## config.mk

```make
export PLATFORM = sky130hd
export DESIGN_NAME = forney_poly_eval
export DESIGN_NICKNAME = d
export VERILOG_FILES = /design/src/rtl/rs_gf_pkg.sv /design/src/rtl/gf_mult_comb.sv /design/src/rtl/forney_poly_eval.sv
export SDC_FILE = /design/constraint.sdc
export NUM_CORES = 1
export LEC_CHECK = 0
export ABC_AREA = 1
export BUFFER_PORTS_ARGS = -buffer_cell sky130_fd_sc_hd__buf_2
export CORE_UTILIZATION = 60
export DETAILED_ROUTE_END_ITERATION = 7
export PLACE_DENSITY_LB_ADDON = 0.08
export SLEW_MARGIN = 40
export SYNTH_ARGS = -nofsm -noshare
export SYNTH_HDL_FRONTEND = slang
export SYNTH_SLANG_ARGS = --single-unit
```

## constraint.sdc

```tcl
create_clock -name clock -period 12 [get_ports clock]
set_clock_uncertainty 0.1 [all_clocks]
set_input_delay 0.6 -clock clock [delete_from_list [all_inputs] [get_ports clock]]
set_output_delay 0.6 -clock clock [all_outputs]
set_load 0.02 [all_outputs]
```

## src/rtl/rs_gf_pkg.sv

```systemverilog
// Shared GF(2^8) definitions for the RS(255,239) decoder datapath.
// Latency: n/a (types and constants only).
// Backpressure: n/a.
// Contents: field width, primitive polynomial 0x11D, correction capability,
// the symbol type and the Forney operand-generator state encoding.
package rs_gf_pkg;

  localparam int          GF_M    = 8;
  localparam logic [8:0]  GF_PRIM = 9'h11D;
  localparam int          RS_T    = 8;

  typedef logic [GF_M-1:0] gf_sym_t;

  typedef enum logic [1:0] {
    FPE_IDLE = 2'd0,
    FPE_EVAL = 2'd1,
    FPE_DONE = 2'd2
  } fpe_state_t;

endpackage

```

## src/rtl/gf_mult_comb.sv

```systemverilog
// Purely combinational GF(2^8) polynomial-basis multiply, p = a*b mod 0x11D.
// Latency: 0 cycles (combinational).
// Backpressure: none; output follows inputs.
// Ports: a, b - operand symbols; p - product symbol.
module gf_mult_comb
  import rs_gf_pkg::*;
(
  input  gf_sym_t a,
  input  gf_sym_t b,
  output gf_sym_t p
);

  gf_sym_t acc;
  gf_sym_t sh;

  // Shift-and-add: sh walks through a*x^i (reduced each step), and is
  // accumulated wherever the matching bit of b is set.
  always_comb begin
    acc = '0;
    sh  = a;
    for (int i = 0; i < GF_M; i++) begin
      if (b[i]) acc = acc ^ sh;
      sh = {sh[GF_M-2:0], 1'b0} ^ (sh[GF_M-1] ? GF_PRIM[GF_M-1:0] : gf_sym_t'(0));
    end
  end

  assign p = acc;

endmodule

```

## src/rtl/forney_poly_eval.sv

```systemverilog
// Forney operand generator: Horner evaluation of Omega(x) and Lambda_odd(x).
// Latency: 8 cycles from accepted start to coef_ready_flag.
// Backpressure: start accepted only in IDLE/DONE; results held until next accept.
// Ports: clock/reset (async, active-high); start, x_in, omega_in, lambda_odd_in
// in; busy, num_out, den_out, den_zero, coef_ready_flag out (all registered).
module forney_poly_eval
  import rs_gf_pkg::*;
#(
  parameter int T = RS_T,
  parameter int M = GF_M
) (
  input  logic               clock,
  input  logic               reset,
  input  logic               start,
  input  logic [M-1:0]       x_in,
  input  logic [T*M-1:0]     omega_in,
  input  logic [T/2*M-1:0]   lambda_odd_in,
  output logic               busy,
  output logic [M-1:0]       num_out,
  output logic [M-1:0]       den_out,
  output logic               den_zero,
  output logic               coef_ready_flag
);

  localparam int IDXW = $clog2(T);

  fpe_state_t       state_q, state_d;
  logic [IDXW-1:0]  idx_q, idx_d;
  logic [M-1:0]     x_q, x_d;
  logic [T*M-1:0]   omega_q, omega_d;
  logic [T/2*M-1:0] lambda_q, lambda_d;
  logic [M-1:0]     acc_n_q, acc_n_d;
  logic [M-1:0]     acc_d_q, acc_d_d;
  logic [M-1:0]     num_q, num_d;
  logic [M-1:0]     den_q, den_d;
  logic             den_zero_q, den_zero_d;
  logic             busy_q, busy_d;
  logic             rdy_q, rdy_d;

  logic [M-1:0]     omega_coef;
  logic [M-1:0]     lambda_coef;
  gf_sym_t          prod_n;
  gf_sym_t          prod_d;

  gf_mult_comb u_mult_n (.a(acc_n_q), .b(x_q), .p(prod_n));
  gf_mult_comb u_mult_d (.a(acc_d_q), .b(x_q), .p(prod_d));

  // Omega uses every coefficient; the locator path only carries odd powers,
  // and lambda byte j holds the coefficient of x^(2j+1).
  always_comb begin
    omega_coef  = omega_q[int'(idx_q)*M +: M];
    lambda_coef = idx_q[0] ? lambda_q[int'(idx_q >> 1)*M +: M] : '0;
  end

  always_comb begin
    state_d    = state_q;
    idx_d      = idx_q;
    x_d        = x_q;
    omega_d    = omega_q;
    lambda_d   = lambda_q;
    acc_n_d    = acc_n_q;
    acc_d_d    = acc_d_q;
    num_d      = num_q;
    den_d      = den_q;
    den_zero_d = den_zero_q;
    busy_d     = busy_q;
    rdy_d      = rdy_q;

    case (state_q)
      FPE_IDLE, FPE_DONE: begin
        if (start) begin
          state_d  = FPE_EVAL;
          x_d      = x_in;
          omega_d  = omega_in;
          lambda_d = lambda_odd_in;
          acc_n_d  = '0;
          acc_d_d  = '0;
          idx_d    = IDXW'(T-1);
          busy_d   = 1'b1;
          rdy_d    = 1'b0;
        end
      end
      FPE_EVAL: begin
        acc_n_d = prod_n ^ omega_coef;
        acc_d_d = prod_d ^ lambda_coef;
        idx_d   = idx_q - IDXW'(1);
        if (idx_q == '0) begin
          // Final Horner step: publish into the hold registers so the
          // downstream multiplier sees stable operands until next accept.
          state_d    = FPE_DONE;
          idx_d      = IDXW'(T-1);
          num_d      = acc_n_d;
          den_d      = acc_d_d;
          den_zero_d = (acc_d_d == '0);
          busy_d     = 1'b0;
          rdy_d      = 1'b1;
        end
      end
      default: state_d = FPE_IDLE;
    endcase
  end

  always_ff @(posedge clock or posedge reset) begin
    if (reset) begin
      state_q    <= FPE_IDLE;
      idx_q      <= IDXW'(T-1);
      x_q        <= '0;
      omega_q    <= '0;
      lambda_q   <= '0;
      acc_n_q    <= '0;
      acc_d_q    <= '0;
      num_q      <= '0;
      den_q      <= '0;
      den_zero_q <= 1'b0;
      busy_q     <= 1'b0;
      rdy_q      <= 1'b0;
    end else begin
      state_q    <= state_d;
      idx_q      <= idx_d;
      x_q        <= x_d;
      omega_q    <= omega_d;
      lambda_q   <= lambda_d;
      acc_n_q    <= acc_n_d;
      acc_d_q    <= acc_d_d;
      num_q      <= num_d;
      den_q      <= den_d;
      den_zero_q <= den_zero_d;
      busy_q     <= busy_d;
      rdy_q      <= rdy_d;
    end
  end

  assign busy            = busy_q;
  assign num_out         = num_q;
  assign den_out         = den_q;
  assign den_zero        = den_zero_q;
  assign coef_ready_flag = rdy_q;

endmodule
```

==> results.sh, run 1 <==
export IMPL_cp_common_cell="sky130_fd_sc_hd__nand2_1"
export IMPL_start_util_pct=62.55
export IMPL_track_usage_pct=31.19
export IMPL_synth_lib_cells_used_distinct=41
export IMPL_post_synth_top_area_cell="sky130_fd_sc_hd__dfrtp_1"
export IMPL_synth_seq_area_share_pct=39.09
export IMPL_worst_ep_required_time_ps=12220
export IMPL_timing_final_crit_share_pct=26.49
export IMPL_drt_pass1_iter_count=5
export IMPL_synth_ff_latch_count=144
export IMPL_placement_rows=44
export IMPL_hold_path_class="input pin to async pin"
export IMPL_via_per_instance_ratio=5.536
export IMPL_initial_drt_markers=580
export IMPL_synth_largest_type_area_fraction_pct=38.23
export IMPL_setup_viol=0
export IMPL_status="complete, no violations"
export IMPL_min_period_ps=3179
export IMPL_synth_main_ff_cell="sky130_fd_sc_hd__dfrtp_1"
export IMPL_numCtsBuffers=17
export IMPL_setup_worst_path_end_class="flip-flop"
export IMPL_cap_viol_max_count=0
export IMPL_placement_io_buffers=125
export IMPL_boundaryPins=126
export IMPL_timing_final_hold_violations=0
export IMPL_postCtsResizedCells=0
export IMPL_clock_fmax_ghz=0.3146
export IMPL_maximum_number_of_pins_on_one_net_before_global_route_repair=85
export IMPL_worstSetupStartpoint="idx_q[1]$_DFFE_PP1P_"
export IMPL_clk_root_buffer_cell="sky130_fd_sc_hd__clkbuf_16"
export IMPL_worst_setup_sp_type="flip-flop"
export IMPL_drt_antenna_violating_nets=0
export IMPL_avgSynthCellArea_um2=7.821
export IMPL_syn_nets=1289
export IMPL_cts_max_path_buffers=2
export IMPL_post_synth_edffs=0
export IMPL_chain_of_cells_forming_the_critical_path="inv_2 -> ha_1 -> nand2_1 -> nor2_2 -> inv_1 -> nor2_1 -> nand3_1 -> nor2_1 -> nand2_1 -> nand2_1"
export IMPL_post_cts_setup_buffer_count=0
export IMPL_num_vias=8144
export IMPL_synth_area_leaders="sky130_fd_sc_hd__dfrtp_1, sky130_fd_sc_hd__nand2_1, sky130_fd_sc_hd__mux2_2, sky130_fd_sc_hd__nand3_1, sky130_fd_sc_hd__xor2_1"
export IMPL_area_growth_synth_to_final_pct=13.08
export IMPL_cts_hold_fix_buffers=0
export IMPL_asyncSetResetFlopFracSynth_pct=100.0
export IMPL_criticalPathCategory="flip-flop to flip-flop"
export IMPL_dp_hpwl_mm=16.31
export IMPL_drt_total_wl_mm=23.74
export IMPL_nNetsFinal=1383
export IMPL_wl_per_cell_um=16.14
export IMPL_synthesis_yosys_warnings=0
export IMPL_tritoncts_sinks=144
export IMPL_fin_setup_tns_ps=0
export IMPL_cts_htree_levels=4
export IMPL_timing_final_max_slew_violations=0
export IMPL_first_global_vias=7640
export IMPL_die_area_mm2=0.01588
export IMPL_core_area_mm2=0.01475
export IMPL_worst_path_max_delay_cell="sky130_fd_sc_hd__dfstp_2"
export IMPL_grt_overflow=0
export IMPL_tritoncts="done"
export IMPL_worst_slew_pin_slew_ps=814.4
export IMPL_antennaDiodeCount=0
export IMPL_clkLatencyLatePin_ps=430
export IMPL_die_height_um=126.0
export IMPL_post_route_cells_drive_above_1_share_pct=23.23
export IMPL_regToRegSetupSlack_ps=8820
export IMPL_syn_instance_count=1180
export IMPL_global_route_wire_length_before_repair_mm=38.59
export IMPL_worst_slew_margin_rel_pct=45.71
export IMPL_floorplan_die_width_um=126.0
export IMPL_clock_pin_slew_on_the_worst_setup_and_hold_paths_ps=60
export IMPL_critical_path_max_stage_delay_ps=870
export IMPL_antenna_violations_before_repair=0
export IMPL_timing_critical_path_arrival_ps=3400
export IMPL_drt_drc=0
export IMPL_final_weighted_congestion_in_routability_driven_placement=0.9259
export IMPL_synth_cell_area_mm2=0.009229
export IMPL_crit_reg2reg_launch="idx_q[1]$_DFFE_PP1P_"
export IMPL_rsz0062_at_grt="false"
export IMPL_crit_fanout=41
[flip-flops by register name, indices dropped and copies added, names as in the netlist]
register	flops
omega_q	64
acc_d_q	8
state_q	2
lambda_q	32
acc_n_q	8
busy	1
coef_ready_flag	1
den_zero	1
idx_q	3
den_out	8
x_q	8
num_out	8
[worst max-delay path: cells and delay by family (launching register included)]
kind          cells  cell delay [ps]
simple gates      7              730
flops             1              870
fa+ha+maj         1              310
buf+inv           2             1040
[kinds of logic after synthesis]
family / synth area share, %
simple gates: 27.91
buf+inv: 7.660
flops: 39.09
compound gates: 6.155
xor+xnor: 8.297
fa+ha+maj: 0.2711
mux: 10.62
[cells in the mapped netlist, types with 5 or more instances]
master,n
sky130_fd_sc_hd__nand2_2,17
sky130_fd_sc_hd__buf_4,9
sky130_fd_sc_hd__buf_6,7
sky130_fd_sc_hd__o22ai_1,8
sky130_fd_sc_hd__inv_1,88
sky130_fd_sc_hd__o21ai_1,5
sky130_fd_sc_hd__xor2_1,45
sky130_fd_sc_hd__o21ai_0,42
sky130_fd_sc_hd__nand4_1,5
sky130_fd_sc_hd__clkbuf_1,13
sky130_fd_sc_hd__nand3_1,107
sky130_fd_sc_hd__mux2_2,87
sky130_fd_sc_hd__inv_2,10
sky130_fd_sc_hd__nand2_1,359
sky130_fd_sc_hd__a21oi_1,39
sky130_fd_sc_hd__nand3b_1,7
sky130_fd_sc_hd__buf_2,15
sky130_fd_sc_hd__nor2_1,89
sky130_fd_sc_hd__xnor2_1,35
sky130_fd_sc_hd__buf_1,10
sky130_fd_sc_hd__dfrtp_1,141
[placed cells by master (no fill, tap or decap), drive strengths merged]
cell / n
bufinv: 3
a22oi: 1
clkinv: 6
xor2: 46
inv: 106
o21ai: 47
dfrtp: 141
nand3b: 7
nor2: 92
a21o: 1
nand2b: 1
ha: 2
o22ai: 8
or2: 3
a22o: 1
mux2: 87
a21oi: 39
buf: 129
nand4: 5
clkinvlp: 2
clkbuf: 18
o31ai: 1
a32oi: 3
o211ai: 1
o21bai: 3
xnor2: 38
nand2: 382
nand3: 111
dfstp: 3
[area by class of cell]
| class | instances | area [µm²] |
|---|---|---|
| sequential | 144 | 3607 |
| clock buffer | 18 | 429.2 |
| multi-input combinational | 879 | 4922 |
| fill | 1220 | 4318 |
| tap | 184 | 230.2 |
| timing repair buffer | 129 | 659.4 |
| clock inverter | 14 | 181.4 |
| inverter | 103 | 406.6 |
[worst paths after layout]
check                                                 to  cells past startpoint
worst max register to register      den_zero$_DFFE_PP0P_                     10
max in group asynchronous       lambda_q[21]$_DFFE_PP0P_                      3
worst max-delay path                den_zero$_DFFE_PP0P_                     10
worst min-delay path              acc_n_q[6]$_DFFE_PP0P_                      2
min in group clock               omega_q[12]$_DFFE_PP0P_                      2
worst min register to register          busy$_DFFE_PP0P_                      2
[per-layer routing]
layer	vias to the layer above	track usage, %	routed length (µm)
met3	53	5.395	1510
met1	3803	43.59	10530
li1	3952	-	-
met5	-	0	0
met2	336	48.03	10960
met4	0	13.32	733
[per-stage QoR]
step                      area [µm²]  utilization [%]  setup WS (ps)  hold slack (ps)  instances
after floorplan                 9229                -           7439            373.9       1180
after global placement          9819            66.55           8945            357.6       1439
after detailed placement        9819            66.55           8872            361.8       1439
after CTS                      10430            70.69           8856            240.8       1471
after global routing           10440            70.73           8585            200.4       1471
final                          10440            70.73           8821            148.0       1471
Power of run 1 is left out: the tool's default activity adds up to more than one toggle a clock period on the data nets, which glitch-free logic cannot reach.
==> run 2: changes to the inputs <==
Settings changed: CORE_UTILIZATION 60 to 53.
Clock period 12 ns to 2.6 ns, I/O delays scaled along.
==> results.sh, run 2 (synthesis gave the netlist of run 1 again) <==
export IMPL_status="complete, no violations"
export IMPL_antenna_violations_before_repair=0
export IMPL_worst_slew_margin_rel_pct=51.20
export IMPL_setup_worst_path_end_class="flip-flop"
export IMPL_drt_pass1_iter_count=5
export IMPL_start_util_pct=54.87
export IMPL_final_cells=1648
export IMPL_timing_critical_path_arrival_ps=2560
export IMPL_timing_final_max_slew_violations=0
export IMPL_ff2ff_path_depth=10
export IMPL_floorplan_die_width_um=134.0
export IMPL_setup_viol=0
export IMPL_cap_viol_max_count=0
export IMPL_clkLatencyLatePin_ps=440
export IMPL_worst_ep_required_time_ps=2820
export IMPL_cts_max_path_buffers=2
export IMPL_placement_rows=47
export IMPL_core_area_mm2=0.01682
export IMPL_worst_setup_sp_type="flip-flop"
export IMPL_post_route_cells_drive_above_1_share_pct=23.60
export IMPL_detailedPlace_worstSlack_ps=211.9
export IMPL_crit_fanout=18
export IMPL_timing_final_crit_share_pct=90.14
export IMPL_initial_drt_markers=591
export IMPL_postLayoutSetupSlackWorst_ps=256.4
export IMPL_regToRegSetupSlack_ps=260
export IMPL_post_cts_setup_buffer_count=0
export IMPL_maximum_number_of_pins_on_one_net_before_global_route_repair=124
export IMPL_drt_total_wl_mm=27.34
export IMPL_wl_per_cell_um=16.59
export IMPL_numCtsBuffers=17
export IMPL_tritoncts="done"
export IMPL_rsz0062_at_grt="false"
export IMPL_dp_hpwl_mm=17.95
export IMPL_tritoncts_sinks=144
export IMPL_criticalPathCategory="flip-flop to flip-flop"
export IMPL_grt_overflow=0
export IMPL_clock_fmax_ghz=0.4267
export IMPL_final_weighted_congestion_in_routability_driven_placement=0.9358
export IMPL_num_vias=8683
export IMPL_largestRegisters="omega_q x64, lambda_q x32"
export IMPL_fin_setup_tns_ps=0
export IMPL_hold_path_class="input pin to async pin"
export IMPL_min_period_ps=2344
export IMPL_timing_final_hold_violations=0
export IMPL_crit_reg2reg_launch="idx_q[1]$_DFFE_PP1P_"
export IMPL_number_of_flip_flops_under_the_largest_register_name=64
export IMPL_via_per_instance_ratio=5.269
export IMPL_clock_pin_slew_on_the_worst_setup_and_hold_paths_ps=70
export IMPL_final_cell_mix="sky130_fd_sc_hd__nand2_1, sky130_fd_sc_hd__dfrtp_1, sky130_fd_sc_hd__buf_2"
export IMPL_drt_antenna_violating_nets=0
export IMPL_boundaryPins=126
export IMPL_final_common_cell="sky130_fd_sc_hd__nand2_1"
export IMPL_die_area_mm2=0.01795
export IMPL_first_global_vias=8571
export IMPL_worst_slew_pin_slew_ps=732.1
export IMPL_number_of_instances_in_the_placed_design=1510
export IMPL_drt_drc=0
export IMPL_clk_root_buffer_cell="sky130_fd_sc_hd__clkbuf_16"
export IMPL_antennaDiodeCount=0
export IMPL_die_height_um=134.0
export IMPL_critical_path_reg2reg_endpoint="num_out[4]$_DFFE_PP0P_"
export IMPL_placement_io_buffers=125
export IMPL_nNetsFinal=1524
export IMPL_track_usage_pct=31.91
export IMPL_cts_htree_levels=4
export IMPL_area_growth_synth_to_final_pct=28.57
export IMPL_register_bank_with_the_most_flops="omega_q"
export IMPL_global_route_wire_length_before_repair_mm=43.93
-- run 2: worst max-delay path by stage --
stage	depth (start not counted)	from	endpoint	slack, ps
finish	10	idx_q[1]$_DFFE_PP1P_	num_out[4]$_DFFE_PP0P_	260
global route	11	idx_q[0]$_DFFE_PP1P_	acc_n_q[3]$_DFFE_PP0P_	3
CTS	11	idx_q[0]$_DFFE_PP1P_	acc_n_q[3]$_DFFE_PP0P_	220
detailed placement	11	idx_q[0]$_DFFE_PP1P_	acc_n_q[3]$_DFFE_PP0P_	210
global placement	11	idx_q[0]$_DFFE_PP1P_	acc_n_q[3]$_DFFE_PP0P_	270
floorplan	10	idx_q[1]$_DFFE_PP1P_	state_q[1]$_DFFE_PP0P_	470
-- run 2: area by class of cell --
class,instances,area [µm²]
Sequential cell,144,3610
Inverter,103,402.9
Timing Repair Buffer,270,2054
Tap cell,220,275.3
Clock inverter,14,166.4
Fill cell,1365,4954
Multi-Input combinational cell,879,4927
Clock buffer,18,429.2
-- run 2: timing repair --
item	CTS	global route
hold endpoints to repair	125	0
endpoints found under the setup margin	0	5
hold buffers	106	0
gates resized for setup	0	4
-- run 2: layer usage --
metal | wire length, µm | part of all wire, % | global-route usage, %
met5 | 0 | 0 | 0
met4 | 580 | 2.1 | 10.61
met3 | 1664 | 6.1 | 6.274
met2 | 13270 | 49 | 52.88
met1 | 11820 | 43 | 41.80
-- run 2: critical path: stages, from the launching register on --
cell and delay, ps:
sky130_fd_sc_hd__dfstp_2 620, sky130_fd_sc_hd__inv_2 160, sky130_fd_sc_hd__buf_4 220, sky130_fd_sc_hd__a21oi_1 130, sky130_fd_sc_hd__o21ai_0 110, sky130_fd_sc_hd__a32oi_1 260
sky130_fd_sc_hd__xor2_1 200, sky130_fd_sc_hd__xor2_1 220, sky130_fd_sc_hd__nand2_1 90, sky130_fd_sc_hd__nand3_1 90, sky130_fd_sc_hd__nand2_1 50
-- run 2: stage by stage --
step	cell area, µm²	hold WS (ps)	utilization (%)
2_1_floorplan	9233	137.2	-
4_1_cts	11860	204.7	70.50
5_1_grt	11870	240.3	70.55
3_3_place_gp	10200	125.8	60.65
6_report	11870	208.6	70.55
3_5_place_dp	10200	123.3	60.65
Power of run 2 is left out for the same reason.
